===== config.mk =====
export PLATFORM = sky130hd
export DESIGN_NAME = hwpe_ctrl_seq_div
export DESIGN_NICKNAME = d
export VERILOG_FILES = /design/src/rtl/hwpe_ctrl_seq_div.sv
export SDC_FILE = /design/constraint.sdc
export NUM_CORES = 1
export LEC_CHECK = 0
export CAP_MARGIN = 20
export CORE_MARGIN = 2
export CORE_UTILIZATION = 30
export CTS_CLUSTER_SIZE = 30
export DETAILED_ROUTE_END_ITERATION = 12
export GPL_TIMING_DRIVEN = 0
export SETUP_SLACK_MARGIN = 0.1
export SLEW_MARGIN = 10
export SYNTH_ARGS = -nofsm -noshare
export SYNTH_HDL_FRONTEND = slang
export SYNTH_SLANG_ARGS = --single-unit

===== constraint.sdc =====
create_clock -name clk_i -period 3.4 [get_ports clk_i]
set_input_delay 0.34 -clock clk_i [delete_from_list [all_inputs] [get_ports clk_i]]
set_output_delay 0.34 -clock clk_i [all_outputs]
set_load 0.01 [all_outputs]

===== src/rtl/hwpe_ctrl_seq_div.sv =====
// Sequential unsigned restoring divider: one quotient bit per cycle, NW+1 cycle latency.
// Optional macro HWPE_CTRL_SEQ_DIV_ZERO_SHORTCUT_EN: a zero divisor completes in one cycle.
module hwpe_ctrl_seq_div #(
  parameter int unsigned NW = 16,
  parameter int unsigned DW = 8
) (
  input  logic          clk_i,
  input  logic          rst_ni,
  input  logic          clear_i,
  input  logic          start_i,
  input  logic [NW-1:0] dividend_i,
  input  logic [DW-1:0] divisor_i,
  output logic          valid_o,
  output logic          ready_o,
  output logic [NW-1:0] quot_o,
  output logic [DW-1:0] rem_o
);

  localparam int unsigned CW = $clog2(NW + 1);
  localparam logic [CW-1:0] CNT_LAST = CW'(NW - 1);

  typedef enum logic [1:0] {IDLE, BUSY, DONE} state_t;

  state_t        state;
  logic [NW-1:0] q;
  logic [DW-1:0] r;
  logic [DW-1:0] d;
  logic [CW-1:0] cnt;

  logic [DW:0]   r_shift;
  logic [DW-1:0] r_diff;
  logic          r_ge;

  // The stored remainder is always < divisor, so it fits in DW bits; only the
  // shifted value needs DW+1 bits, and the restored difference fits in DW bits.
  always_comb begin
    r_shift = {r, q[NW-1]};
    r_ge    = (r_shift >= {1'b0, d});
    r_diff  = r_shift[DW-1:0] - d;
  end

  always_ff @(posedge clk_i or negedge rst_ni) begin
    if (!rst_ni) begin
      state   <= IDLE;
      q       <= '0;
      r       <= '0;
      d       <= '0;
      cnt     <= '0;
      valid_o <= 1'b0;
      ready_o <= 1'b1;
    end else if (clear_i) begin
      state   <= IDLE;
      q       <= '0;
      r       <= '0;
      d       <= '0;
      cnt     <= '0;
      valid_o <= 1'b0;
      ready_o <= 1'b1;
    end else begin
      case (state)
        IDLE, DONE: begin
          if (start_i) begin
            q       <= dividend_i;
            r       <= '0;
            d       <= divisor_i;
            cnt     <= '0;
            state   <= BUSY;
            valid_o <= 1'b0;
            ready_o <= 1'b0;
`ifdef HWPE_CTRL_SEQ_DIV_ZERO_SHORTCUT_EN
            if (divisor_i == '0) begin
              q       <= '1;
              r       <= dividend_i[DW-1:0];
              state   <= DONE;
              valid_o <= 1'b1;
              ready_o <= 1'b1;
            end
`endif
          end
        end
        BUSY: begin
          q   <= {q[NW-2:0], r_ge};
          r   <= r_ge ? r_diff : r_shift[DW-1:0];
          cnt <= cnt + CW'(1);
          if (cnt == CNT_LAST) begin
            state   <= DONE;
            valid_o <= 1'b1;
            ready_o <= 1'b1;
          end
        end
        default: begin
          state   <= IDLE;
          valid_o <= 1'b0;
          ready_o <= 1'b1;
        end
      endcase
    end
  end

  assign quot_o = q;
  assign rem_o  = r;

endmodule


==> summary.md <==
| Metric | Value |
|---|---|
| Router iterations before antenna repair | `4` |
| Gr usage total | `0.157` |
| Post-CTS setup buffer count | `0` |
| RSZ-0062 raised after global routing | `no` |
| Outcome | `finished clean` |
| Antenna viol nets, final | `0` |
| # nets final | `around 390` |
| DRT Wirelength | `around 6.3 mm` |
| Worst path slowest cell | `fa_1` |
| GR Util met2 | `0.255` |
| Area delta synth->final | `34.0%` |
| Chip Height | `93.6 um` |
| Maxcap violations | `0` |
| CP top delay family | `adder cells` |
| Mapped Nets | `324` |
| Via density | `approximately 5` |
| Global placement routability congestion | `around 0.90` |
| HP Class | `input pin to asynchronous set/reset pin` |
| Prevailing post-synth register cell | `dfrtp_1` |
| H-tree Lvls | `2` |
| Slew headroom | `0.676` |
| Synth area leaders | `dfrtp_1 (42%), nand2_1 (11%), a311oi_1 (5.8%)` |
| Mapped Area | `~2400 um2` |
| Ys Warns | `0` |
| FF+latch count, synth | `41` |
| Max-slew violations | `0` |
| Worst endpoint required time | `approximately 3.6 ns` |
| DRC Markers | `0` |
| Dpl ws | `1.34 ns` |
| First-pass GRT wire length | `11.0 mm` |
| Post-synthesis mux area share | `0.00884` |
| Largest family of logic cells by synthesized area | `simple AND/OR/NAND/NOR gates` |
| Final min period | `2.08 ns` |
| Initial antenna violation count | `0` |
| Simple-Gate Fraction of Synth Area | `0.230` |
| VDD IR max | `roughly 0.25 mV` |
| Count of final hold-check violations | `0` |
| Placed cell areas | `slightly above 3000 um2` |
| Worst Tran Pin Value | `between 0.4 and 0.5 ns` |
| IO Pins | `54` |
| Fraction of registers with async set/reset | `1.00` |
| Clock Pin Slew Worst Setup and Hold Paths | `0.08 ns` |
| Die width | `just over 90 um` |
| Area share of the largest cell type after synthesis | `0.416` |
| Final WS setup | `1.32 ns` |
| Clock sinks | `41` |
| # fillers | `just over 800` |
| Crit-path cells | `inv_1 -> ha_1 -> fa_1 -> or2b_1 -> a21oi_1 -> mux2i_1 -> o221ai_1 -> nand3_1` |
| CTS tree | `done` |
| Post-cts resize count | `0` |
| EDFF count, synth | `0` |
| Final setup TNS | `0 ns` |
| Row cnt | `32` |
| Post-Synth Adder-Cell Area | `0.0603` |
| Met3 usage in global routing | `0.0475` |
| Critical Path End Type | `flip-flop` |
| Port Buf Inserts | `53` |
| Drt first-iter violations | `65` |
| Buf/Inv on CP | `1` |
| Most crowded layer after global routing | `met2` |
| Fin crit share | `0.612` |
| Register area share after synthesis | `0.427` |
| WP data arrival | `around 2.3 ns` |
| Leading area contributor after synthesis | `dfrtp_1` |
| Compound-gate portion of the synthesized area | `0.201` |
| Total congestion overflow | `0` |
| Critical Path Start | `quot_o[15]` |
| Final setup fails | `0` |
| Initial Util | `0.310` |
| Clock Skew | `between 0.003 and 0.004 ns` |
| Startpoint Class | `flip-flop` |
| Root Driver | `clkbuf_8` |
| HPWL Detailed | `4.70 mm` |
| Core area | `about 7800 um2` |
| Hold buffers post-CTS | `1` |
| CTS Buffer Depth | `2` |
| Distinct cell type count after synthesis | `47` |
| Start of the worst register-to-register path | `quot_o[15]` |
| Syn_area_per_cell | `~8.4 um2` |
| Layout cells sized above 1 | `0.0948` |
| CP peak stage delay | `0.41 ns` |
| Achievable Freq | `just under 500 MHz` |
| Post-Synth XOR/XNOR Area | `0.0109` |
| Clock latency on the worst-skew pair | `about 0.30 ns` |
| Routed len/inst | `~14 um` |
| Vias in the first global route | `2294` |
| Design area | `between 3000 and 4000 um2` |
| DIE AREA | `8750 um2` |
| Met1 GRT Util | `0.202` |
| Type of the worst setup path | `flip-flop to flip-flop` |
| Total CTS buffers | `5` |
| Post-synthesis cell count | `between 200 and 300` |
| Number of diodes | `0` |
| CP Max Fanout | `4` |
| Power Dens Cells | `roughly 490 nW/um2` |
| Via count | `about 2200` |
| Largest net degree at the start of global routing | `28` |
| Pleak | `1.38 nW` |
-- worst paths after layout --
path	endpoint	slack, ns	depth (start not counted)
max	rem_o[6]	1.32	8
min	quot_o[10]	0.48	2
max reg2reg	rem_o[6]	1.32	8
min reg2reg	cnt[4]	0.49	2
max in group asynchronous	ready_o	2.38	3
min in group clk_i	cnt[4]	0.49	2
-- flip-flops by register name, summed over array words and instances (netlist names) --
register,cells
ready_o,1
rem_o,8
state,2
d,8
cnt,5
valid_o,1
quot_o,16
-- synthesized netlist by cell type, types with 2 or more instances --
cell type,number
o21ai_0,10
nor3_1,2
nor2_2,2
nand3_1,4
buf_2,11
a22oi_1,2
a21oi_1,14
inv_1,14
nor2_1,30
o31a_1,2
buf_6,2
o221ai_1,2
clkbuf_1,3
nor2b_1,3
o211ai_1,7
buf_1,2
nor3b_1,3
xor2_1,3
a311oi_1,16
dfrtp_1,40
nand2b_1,6
nand2_1,71
o21bai_1,2
o21ai_2,2
ha_1,10
-- through the flow --
step	util	hold WS (ns)	power, mW	cells
finish	0.415	0.478	1.57	450
global route	0.415	0.535	1.67	450
CTS	0.415	0.482	1.59	450
detailed placement	0.396	0.280	1.11	441
global placement	0.394	0.471	1.10	440
floorplan	-	0.0444	0.906	285
-- area by class of cell --
class | instances | area, um2 | share of cell area
Inverter | 14 | 52.6 | 0.0163
Sequential cell | 41 | 1030 | 0.319
Timing Repair Buffer | 55 | 556 | 0.172
Clock buffer | 5 | 68.8 | 0.0214
Tap cell | 102 | 128 | 0.0396
Buffer | 18 | 96.3 | 0.0299
Multi-Input combinational cell | 212 | 1230 | 0.382
Clock inverter | 3 | 65.1 | 0.0202
-- worst register-to-register path: cells and delay by family, from the launching register on --
family | cells | cell delay (ns)
flip-flops | 1 | 0.40
AO/OA/AOI/OAI | 2 | 0.34
adder cells (fa/ha/maj) | 2 | 0.63
buffers and inverters | 1 | 0.06
AND/OR/NAND/NOR | 2 | 0.37
multiplexers | 1 | 0.22
-- metal layers --
layer / routed length [um] / vias up
li1: - / 1108
met1: 2930 / 1048
met5: 0 / -
met2: 2880 / 48
met3: 400 / 6
met4: 74 / 0
-- where the power goes --
group	switching (mW)	internal (mW)
Sequential	0.0381	0.527
Combinational	0.283	0.251
Clock	0.184	0.292
-- cell usage in the layout (no fill, tap or decap), drive strengths merged, types with 2 or more instances in the layout --
cell type / synthesis / layout
xor2: 3 / 3
nor2b: 3 / 3
a22oi: 2 / 2
ha: 10 / 10
nor3: 3 / 3
nand3: 4 / 4
inv: 14 / 14
o221ai: 2 / 2
bufinv: 0 / 2
o21ai: 13 / 13
a21oi: 15 / 15
buf: 15 / 17
nand2: 71 / 71
nor2: 32 / 32
o21bai: 2 / 2
nand2b: 6 / 6
o211ai: 7 / 7
o31a: 3 / 3
clkbuf: 3 / 8
clkdlybuf4s50: 0 / 52
dfrtp: 40 / 40
nor3b: 3 / 3
a311oi: 16 / 16
-- cell families (layout without fill, tap and decap cells) --
group                      count (synthesis)  count (layout)
AOI/OAI and AO/OA                         68              68
xor gates and xnor gates                   3               3
adders and majority gates                 11              11
buffers and inverters                     32              95
DFF                                       41              41
muxes                                      2               2
and+or+nand+nor                          128             128
Note: power is estimated with default switching activity, not from simulation.
